### src/rtl/hamming_argmin.sv
// Streaming nearest-class search: accumulates per-class Hamming distance
// chunk by chunk and reports the index of the closest class.
module hamming_argmin #(
    parameter int DW     = 8,
    parameter int NCHUNK = 4,
    parameter int NCLASS = 4,
    localparam int DISTW = $clog2(DW * NCHUNK + 1),
    localparam int CW    = $clog2(NCLASS)
) (
    input  logic             clk,
    input  logic             rst_n,
    input  logic             clr,
    input  logic             s_valid,
    output logic             s_ready,
    input  logic [DW-1:0]    s_query,
    input  logic [DW-1:0]    s_class,
    output logic             m_valid,
    input  logic             m_ready,
    output logic [CW-1:0]    m_idx,
    output logic [DISTW-1:0] m_dist
);

    localparam int PW = $clog2(DW + 1);
    localparam int KW = (NCHUNK > 1) ? $clog2(NCHUNK) : 1;
    localparam logic [KW-1:0] LASTK = KW'(NCHUNK - 1);
    localparam logic [CW-1:0] LASTC = CW'(NCLASS - 1);

    typedef enum logic {ACCUM, DONE} state_t;

    state_t            state_q, state_d;
    logic              live_q;
    logic [KW-1:0]     chunk_q;
    logic [CW-1:0]     cls_q;
    logic [DISTW-1:0]  acc_q;
    logic [DISTW-1:0]  best_dist_q;
    logic [CW-1:0]     best_idx_q;

    logic              beat;
    logic              last_chunk;
    logic              last_beat;
    logic [PW-1:0]     pc;
    logic [DISTW-1:0]  class_dist;

    function automatic logic [PW-1:0] popcnt(input logic [DW-1:0] v);
        logic [PW-1:0] n;
        n = '0;
        for (int i = 0; i < DW; i++) begin
            n = n + PW'(v[i]);
        end
        return n;
    endfunction

    assign pc         = popcnt(s_query ^ s_class);
    assign class_dist = ((chunk_q == '0) ? '0 : acc_q) + DISTW'(pc);
    assign beat       = s_valid && s_ready;
    assign last_chunk = (chunk_q == LASTK);
    assign last_beat  = last_chunk && (cls_q == LASTC);

    // live_q keeps s_ready low until the first edge after reset release
    always_ff @(posedge clk or negedge rst_n) begin
        if (!rst_n) begin
            live_q <= 1'b0;
        end else begin
            live_q <= 1'b1;
        end
    end

    always_ff @(posedge clk or negedge rst_n) begin
        if (!rst_n) begin
            state_q <= ACCUM;
        end else begin
            state_q <= state_d;
        end
    end

    always_comb begin
        state_d = state_q;
        s_ready = 1'b0;
        m_valid = 1'b0;
        unique case (state_q)
            ACCUM: begin
                s_ready = live_q;
                if (beat && last_beat) begin
                    state_d = DONE;
                end
            end
            DONE: begin
                m_valid = 1'b1;
                if (m_ready) begin
                    state_d = ACCUM;
                end
            end
            default: state_d = ACCUM;
        endcase
        if (clr) begin
            state_d = ACCUM;
        end
    end

    always_ff @(posedge clk or negedge rst_n) begin
        if (!rst_n) begin
            chunk_q <= '0;
            cls_q   <= '0;
            acc_q   <= '0;
        end else if (clr) begin
            chunk_q <= '0;
            cls_q   <= '0;
            acc_q   <= '0;
        end else if (beat) begin
            acc_q <= class_dist;
            if (last_chunk) begin
                chunk_q <= '0;
                cls_q   <= last_beat ? '0 : cls_q + CW'(1);
            end else begin
                chunk_q <= chunk_q + KW'(1);
            end
        end else if (m_valid && m_ready) begin
            chunk_q <= '0;
            cls_q   <= '0;
        end
    end

    // Strict less-than keeps the lower index on ties
    always_ff @(posedge clk or negedge rst_n) begin
        if (!rst_n) begin
            best_dist_q <= '0;
            best_idx_q  <= '0;
        end else if (!clr && beat && last_chunk) begin
            if (cls_q == '0 || class_dist < best_dist_q) begin
                best_dist_q <= class_dist;
                best_idx_q  <= cls_q;
            end
        end
    end

    assign m_idx  = best_idx_q;
    assign m_dist = best_dist_q;

endmodule

### config.mk
export PLATFORM = sky130hd
export DESIGN_NAME = hamming_argmin
export DESIGN_NICKNAME = d
export VERILOG_FILES = /design/src/rtl/hamming_argmin.sv
export SDC_FILE = /design/constraint.sdc
export NUM_CORES = 1
export LEC_CHECK = 0
export ABC_AREA = 1
export CAP_MARGIN = 10
export CORE_UTILIZATION = 45
export CTS_CLUSTER_SIZE = 30
export DETAILED_ROUTE_END_ITERATION = 10
export PLACE_DENSITY = 0.76
export SETUP_SLACK_MARGIN = 0.02
export SLEW_MARGIN = 20
export SYNTH_ARGS = -nofsm -noshare
export SYNTH_HDL_FRONTEND = slang
export SYNTH_SLANG_ARGS = --single-unit
### constraint.sdc
create_clock -name clk -period 12.1 [get_ports clk]
set_input_delay 2.42 -clock clk [delete_from_list [all_inputs] [get_ports clk]]
set_output_delay 2.42 -clock clk [all_outputs]
set_load 0.1 [all_outputs]
# After elaboration in Yosys (flattened, before gate mapping)
# Index checks and enable logic that the tools add are counted.
[word_totals]
register_bits = 20
wordCells = 54
in_bits = 21
[classes]
n_eq_ne = 3
muxes = 17
reduce_logical = 14
order_cmp = 1
n_addsub = 10
bitwise = 2
[op_table]
columns = ["operator", "count"]
rows = [
  ["6-bit two-way mux", 3],
  ["4-bit by 1-bit adder with 4-bit output", 4],
  ["2-bit two-way mux", 8],
  ["8-bit bitwise XOR", 1],
  ["6-bit by 4-bit adder with 6-bit output", 1],
  ["1-bit logical AND", 6],
  ["6-bit < comparator", 1],
  ["1-bit two-way mux", 5],
  ["2-bit by 1-bit adder with 2-bit output (second input constant)", 2],
  ["3-bit by 1-bit adder with 4-bit output", 1],
  ["2-bit equality test (second input constant)", 2],
  ["2-bit logical NOT", 2],
  ["2-bit AND reduction", 2],
  ["2-bit by 1-bit adder with 3-bit output", 1],
  ["3-bit by 2-bit != test with 1-bit output (second input constant)", 1],
  ["3-bit nonzero test", 1],
  ["1-bit by 1-bit adder with 2-bit output", 1],
  ["1-bit case mux with 2 select lines", 1],
  ["2-bit nonzero test", 1],
  ["1-bit logical NOT", 1],
  ["1-bit logical OR", 1],
  ["1-bit inverter", 1],
]

# Depth between registers and ports, before layout
# Gate-level depths: netlist of run 1.
[depth]
ltp_word = 12
depth_mapped = 23

# Worst setup path before layout of run 1
# No wires, ideal clock.
[synth_path]
kind = "in2reg"
from = "input s_query[0]"
to = "register best_dist_q[3] (netlist: m_dist[3])"
arrival_time_ns = 6.394
path_stages = 20
path_slack_ns = 5.586
path_cell_list = "xnor2_1 fa_1 inv_1 fa_1 inv_1 fa_1 fa_1 fa_1 nand3b_1 nand2_1 xor2_1 ha_1 nand2_1 inv_1 a21oi_1 nand2_1 nand2_2 nand2_4 nand2_1 nand2_1"
[synth_between]
elab_chain_len = 12
[synth_rtl]
columns = ["item", "line", "text"]
rows = [
  ["start, declared", "15", "input logic [DW-1:0] s_query,"],
  ["8-bit bitwise XOR", "53", "assign pc = popcnt(s_query ^ s_class);"],
  ["1-bit by 1-bit adder with 2-bit output", "48", "n = n + PW'(v[i]);"],
  ["2-bit by 1-bit adder with 3-bit output", "48", ""],
  ["3-bit by 1-bit adder with 4-bit output", "48", ""],
  ["4-bit by 1-bit adder with 4-bit output (4 in series)", "48", ""],
  ["6-bit by 4-bit adder with 6-bit output", "54", "assign class_dist = ((chunk_q == '0) ? '0 : acc_q) + DISTW'(pc);"],
  ["via class_dist[4]", "42", "logic [DISTW-1:0] class_dist;"],
  ["6-bit < comparator", "129", "if (cls_q == '0 || class_dist < best_dist_q) begin"],
  ["1-bit logical OR", "129", ""],
  ["2-bit AND reduction (no line)", "-", ""],
  ["end signal, assigned", "130", "best_dist_q <= class_dist;"],
  ["end, declared", "35", "logic [DISTW-1:0] best_dist_q;"],
]
# The timed path passes the listed nets, and every way through them passes these cells.
# A chain may end at the register's enable or synchronous reset.

# Worst setup path in the final report of run 1
[layout_path]
from = "input s_class[0]"
to = "register best_dist_q[0] (netlist: m_dist[0])"
[layout_between]
elab_chain_len = 12
[layout_rtl]
columns = ["item", "line", "text"]
rows = [
  ["start, declared", "16", "input logic [DW-1:0] s_class,"],
  ["8-bit bitwise XOR", "53", ""],
  ["1-bit by 1-bit adder with 2-bit output", "48", ""],
  ["2-bit by 1-bit adder with 3-bit output", "48", ""],
  ["3-bit by 1-bit adder with 4-bit output", "48", ""],
  ["4-bit by 1-bit adder with 4-bit output (4 in series)", "48", ""],
  ["6-bit by 4-bit adder with 6-bit output", "54", ""],
  ["via class_dist[4]", "42", ""],
  ["6-bit < comparator", "129", ""],
  ["1-bit logical OR", "129", ""],
  ["2-bit AND reduction (no line)", "-", ""],
]
# The timed path passes the listed nets, and every way through them passes these cells.

==> results of run 1 <==
flip-flops by register name (all words and copies together), names as in the netlist:
register  count
cls_q         2
acc_q         6
state_q       1
chunk_q       2
m_dist        6
m_idx         2
live_q        1
per-layer routing:
metal  track usage  share of wire  vias up
li1              -              -      640
met1         0.235           0.47      547
met2         0.308           0.47       26
met3        0.0216          0.043        4
met4        0.0797          0.020        0
met5             0              0        -
power groups by stage:
stage,clock network [uW],logic (uW),registers [uW]
after global routing,44.3,120,72.6
after CTS,42.3,105,72.0
after global placement,0,103,73.3
after floorplan,0,71.6,78.8
final,40.3,104,72.0
after detailed placement,0,104,73.3
cell usage in the layout (no fill, tap or decap), types with 3 or more instances in the layout:
| cell | count |
|---|---|
| nand2_1 | 53 |
| inv_1 | 39 |
| clkdlybuf4s50_1 | 30 |
| dfrtp_1 | 20 |
| ha_1 | 15 |
| nor2_1 | 11 |
| nand3_1 | 11 |
| xnor2_1 | 8 |
| fa_1 | 5 |
| o21ai_0 | 4 |
| xor2_1 | 3 |
| nand2_4 | 3 |
| clkbuf_4 | 3 |
worst paths after layout:
check	cells past startpoint	slack, ns	start	to
max in group asynchronous	1	8.95	rst_n	acc_q[1]
max reg2reg	20	7.71	chunk_q[0]	m_dist[0]
max	21	5.23	s_class[0]	m_dist[0]
min in group asynchronous	1	2.60	rst_n	live_q
min reg2reg	2	0.49	m_idx[1]	m_idx[1]
min	2	0.49	m_idx[1]	m_idx[1]
per-stage QoR:
step                hold WS [ns]  worst slack (ns)
floorplan                  0.449              5.59
global placement           0.464              5.01
detailed placement         0.463              4.88
CTS                        0.494              5.22
global route               0.522              4.99
finish                     0.488              5.23
layout make-up:
cell class / instances / area, um2 / share of cell area
Clock buffer: 4 / 36.3 / 0.0191
Inverter: 42 / 163 / 0.0857
Multi-Input combinational cell: 128 / 843 / 0.444
Sequential cell: 20 / 500 / 0.264
Tap cell: 44 / 55.1 / 0.0290
Timing Repair Buffer: 30 / 300 / 0.158
cells by family after synthesis:
kind of cell	synth area share
buf+inv	0.108
xor+xnor	0.0640
fa+ha+maj	0.191
simple gates	0.257
other cells	0.00249
compound gates	0.0449
flops	0.332
worst max-delay path, cell delays in order:
cell,delay [ns]
clkdlybuf4s50_1,0.42
xnor2_1,0.15
fa_1,0.53
inv_1,0.05
fa_1,0.52
inv_1,0.05
fa_1,0.50
fa_1,0.48
fa_1,0.41
nand3b_1,0.17
nand2_1,0.08
xor2_1,0.27
ha_1,0.29
nand2_1,0.07
inv_1,0.04
a21oi_1,0.13
nand2_1,0.10
nand2_2,0.16
nand2_4,0.10
nand2_1,0.08
nand2_1,0.05
==> metrics.yaml, run 1 <==
run_status:
  status: "complete, no violations"
route:
  routed_wl_um: 2800
  dr.pass1.iters: 4
  drtIter0Drc: 28
  via_count: 1217
  postRouteAntennaNets: 0
  wl_per_cell_um: 10.4
  vias_per_cell: 4.54
  drc_errors: 0
sta:
  rsz0062_at_grt: "false"
  tns_ns: 0
  fmax_mhz: 146
  hold_violations: 0
  skew_ns: 0.00227
  setup_viol: 0
  tightest_slew_ns: 0.970
  drv_slew: 0
  slew_headroom: 0.351
  period_share: 0.568
  fin_crit_ns: 6.87
global_routing:
  grt_overflow: 0
  grt_pass1_vias: 1181
  grt_start_max_net_pins: 21
  globalRouteTotalUtil: 0.183
  grt_pass1_wl_um: 4840
  antenna_found_initial: 0
yosys:
  synth_flop_cell: "dfrtp_1"
  syn_area_per_cell_um2: 7.93
  synthTopCellsByArea: "dfrtp_1 (33%), nand2_1 (13%), ha_1 (12%)"
  yosysUniqueCellTypes: 23
  synth_common_cells: "nand2_1 (53), inv_1 (39), dfrtp_1 (20), ha_1 (15)"
  ys_ff_latch: 20
  syn_inst: 190
  syn_area_um2: 1510
  async_flop_share: 1.00
  netlist.area_leader.share: 0.332
  synth_area_leader_cell: "dfrtp_1"
  synth_warnings: 0
  synth-edff-count: 0
  seq_area_frac_synth: 0.332
  syn-num-nets: 231
  yosysMostFrequentCell: "nand2_1"
floorplan:
  io_pins: 31
  die_w_um: 59.9
  start_util: 0.485
  die_h_um: 59.9
  core_area_um2: 3100
  dieArea_um2: 3580
  rows: 20
finish:
  instances_no_fill: 268
  final_nets: 266
  areaGrowthSynthToFinish_pct: 26.0
  n_fill_cell: 302
  design_area_um2: 1900
  utilization: 0.612
  antenna_cells: 0
  drive_gt1_frac: 0.0670
worst_setup_path:
  required_ns: 12.31
  endpoint_kind: "register"
  cp_max_fo: 8
  critical_path_arrival_ns: 7.09
  critPathLaunchType: "primary input"
  path_class: "primary input to register"
pwr:
  p_leak_uw: 0.00101
  switchingPower_uw: 84.2
  peakVddDrop_mv: 0.0546
  seq_power_share: 0.333
  p_int_uw: 132
  p_total_uw: 216
  switching_share: 0.389
  comb_power_share: 0.481
  p_clk_frac: 0.186
  cellPowerDensity_nw_per_um2: 114
cts:
  cts.sinks: 20
  htree_levels: 1
  post_cts_resized: 0
  holdBufCountCts: 0
  post_cts_buffers: 0
  tritoncts: "done"
  path_clk_slew_ns: 0.12
  cts_root_buffer: "clkbuf_4"
  cts.path.max_buffers: 2
  clkLatencyLatePin_ns: 0.31
  numCtsBuffers: 3
place:
  dp.cells: 264
  dp_hpwl_um: 2270
  gp_congestion: 0.860
  io_buffers: 30
  place_area_um2: 1860
run:
  drv_cap: 0
hold_path:
  holdCritPathClass: "register to register"
(Power assumes the default switching activity.)
==> run 2: changes to the inputs <==
--- a/config.mk
+++ b/config.mk
@@ -10,7 +10,7 @@
 export CORE_UTILIZATION = 45
 export CTS_CLUSTER_SIZE = 30
 export DETAILED_ROUTE_END_ITERATION = 10
-export PLACE_DENSITY = 0.76
+export PLACE_DENSITY = 0.78
 export SETUP_SLACK_MARGIN = 0.02
 export SLEW_MARGIN = 20
 export SYNTH_ARGS = -nofsm -noshare
==> constraint.sdc (replaced) <==
create_clock -name clk -period 6.04 [get_ports clk]
set_input_delay 1.208 -clock clk [delete_from_list [all_inputs] [get_ports clk]]
set_output_delay 1.208 -clock clk [all_outputs]
set_load 0.1 [all_outputs]
==> run 2 against run 1 <==
- non-clock buffer count grew 2
- critical path depth is the same
- critical endpoint is now m_dist[5]
- total power grew 120%
- highest routed layer unchanged
- largest power group unchanged
- combinational power grew 120%
- register-to-register slack lost 5.9 ns
- worst setup slack lost 4.7 ns
- first-iteration DRC count is the same
- clock skew grew 0.0088 ns
==> metrics.yaml, run 2 (synthesis gave the netlist of run 1 again) <==
run_status:
  status: "complete, no violations"
route:
  wl_per_cell_um: 10.6  # +1.6%
  routed_wl_um: 2870  # +2.4%
  dr.pass1.iters: 4  # unchanged
  postRouteAntennaNets: 0  # unchanged
  drc_errors: 0  # unchanged
  drtIter0Drc: 28  # unchanged
  via_count: 1240  # +1.9%
  vias_per_cell: 4.59  # +1.1%
worst_setup_path:
  critPathLaunchType: "primary input"
  crit_path_end: "m_dist[5]"
  critical_path_arrival_ns: 5.77  # -1.32 ns
  reg2reg_depth: 20  # unchanged
  required_ns: 6.25  # -6.06 ns
  r2r-end: "m_dist[5]"
  cp-startpoint: "s_class[0]"
  r2r_slack_ns: 1.77  # -5.94 ns
  cp_slowest_stage_delay_ns: 0.53  # about the same
  endpoint_kind: "register"
  crit_chain: "clkdlybuf4s50_1, xnor2_1, fa_1, inv_1, fa_1, inv_1, fa_1, fa_1, fa_1, nand3b_1, nand2_1, xor2_1, ha_1, nand2_1, inv_1, a21oi_1, nand2_1, nand2_2, nand2_4, nand2_1, nand2_1"
  path_depth: 21  # unchanged
  path_delay_family: "adder cells"
  cp_slowest_cell: "fa_1"
  crit-reg2reg-launch: "chunk_q[0]"
  path_class: "primary input to register"
  cp_max_fo: 8  # unchanged
  cp_num_buf_inv: 4  # unchanged
place:
  dp.cells: 266  # +0.76%
  dp_hpwl_um: 2350  # +3.6%
  gp_congestion: 0.838  # -2.5%
  dp_slack_ns: 0.132  # -4.75 ns
  io_buffers: 30  # unchanged
floorplan:
  rows: 20  # unchanged
  io_pins: 31  # unchanged
  die_w_um: 59.9  # unchanged
  core_area_um2: 3100  # unchanged
  start_util: 0.485  # unchanged
  die_h_um: 59.9  # unchanged
  dieArea_um2: 3580  # unchanged
sta:
  rsz0062_at_grt: "false"
  fmax_mhz: 180
  setup_viol: 0  # unchanged
  drv_slew: 0  # unchanged
  slew_headroom: 0.348  # -0.00325
  tightest_slew_ns: 0.975  # +0.00485 ns
  setup_slack_ns: 0.486  # -4.74 ns
  tns_ns: 0  # unchanged
  skew_ns: 0.0110  # +0.00878 ns
  hold_violations: 0  # unchanged
  fin_crit_ns: 5.55
  period_share: 0.920
global_routing:
  antenna_found_initial: 0  # unchanged
  grt_pass1_wl_um: 4830  # -0.27%
  grt_start_max_net_pins: 21  # unchanged
  grt_pass1_vias: 1133  # -4.1%
  globalRouteTotalUtil: 0.182  # -0.000414
  grt_overflow: 0  # unchanged
pwr:
  peakVddDrop_mv: 0.168  # +210%
  cellPowerDensity_nw_per_um2: 248  # +120%
  p_leak_uw: 0.00102  # +1.7%
finish:
  antenna_cells: 0  # unchanged
  final_nets: 268  # +0.75%
  n_fill_cell: 303  # +0.33%
  instances_no_fill: 270  # +0.75%
  mostFrequentLayoutCells: "nand2_1 (53), inv_1 (39), clkdlybuf4s50_1 (30)"
  drive_gt1_frac: 0.0752  # +0.00826
  layout_commonest_cell: "nand2_1"
  utilization: 0.622  # +0.0101
  areaGrowthSynthToFinish_pct: 28.1
cts:
  cts_root_buffer: "clkbuf_4"
  post_cts_resized: 0  # unchanged
  cts.sinks: 20  # unchanged
  clkLatencyLatePin_ns: 0.31  # about the same
  cts.path.max_buffers: 2  # unchanged
  numCtsBuffers: 3  # unchanged
  post_cts_buffers: 0  # unchanged
  tritoncts: "done"
  path_clk_slew_ns: 0.12  # about the same
  htree_levels: 1  # unchanged
  holdBufCountCts: 0  # unchanged
hold_path:
  holdCritPathClass: "register to register"
run:
  drv_cap: 0  # unchanged
## run 2: cell types whose count changed in the layout (fill, tap and decap cells not counted)
| cell | delta |
|---|---|
| buf_4 | +2 |
| bufinv_16 | +1 |
| clkbuf_8 | -1 |
## run 2: cell type report
class                      instances  area [um2]  area share
multi-input combinational        128         843       0.437
clock inverter                     1        30.0      0.0156
tap                               44        55.1      0.0285
sequential                        20         500       0.259
clock buffer                       3        22.5      0.0117
inverter                          42         163      0.0843
timing repair buffer              32         315       0.163
## run 2: tightest hold or removal path, stage by stage, from the launching register on
cell and delay, ns:
dfrtp_1 0.37, nand2_1 0.05, nand2_1 0.04
## run 2: per-stage QoR
step | hold slack [ns] | total power, uW | instance area (um2)
6_report | 0.491 | 479 | 1930
4_1_cts | 0.493 | 486 | 1930
5_1_grt | 0.539 | 523 | 1930
3_3_place_gp | 0.462 | 373 | 1880
2_1_floorplan | 0.449 | 301 | 1510
3_5_place_dp | 0.464 | 375 | 1880
## run 2: how the worst min path moves through the flow
stage                     startpoint        to  slack (ns)  cells after the start
final                       m_idx[0]  m_idx[0]        0.49                      2
after global routing        acc_q[5]  acc_q[5]        0.54                      2
after CTS                   m_idx[0]  m_idx[0]        0.49                      2
after detailed placement    m_idx[0]  m_idx[0]        0.46                      2
after global placement      m_idx[0]  m_idx[0]        0.46                      2
after floorplan             acc_q[5]  acc_q[5]        0.45                      2
## run 2: where the power goes
group / internal [uW] / total (uW) / switching (uW)
logic: 94.7 / 225 / 131
clock network: 67.1 / 109 / 42.3
registers: 141 / 144 / 3.09
## run 2: layer usage
metal / wire length [um] / vias to the layer above / track usage
met5: 0 / - / 0
met4: 24 / 0 / 0.0532
met3: 125 / 4 / 0.0303
met2: 1280 / 28 / 0.289
met1: 1440 / 561 / 0.256
li1: - / 647 / -
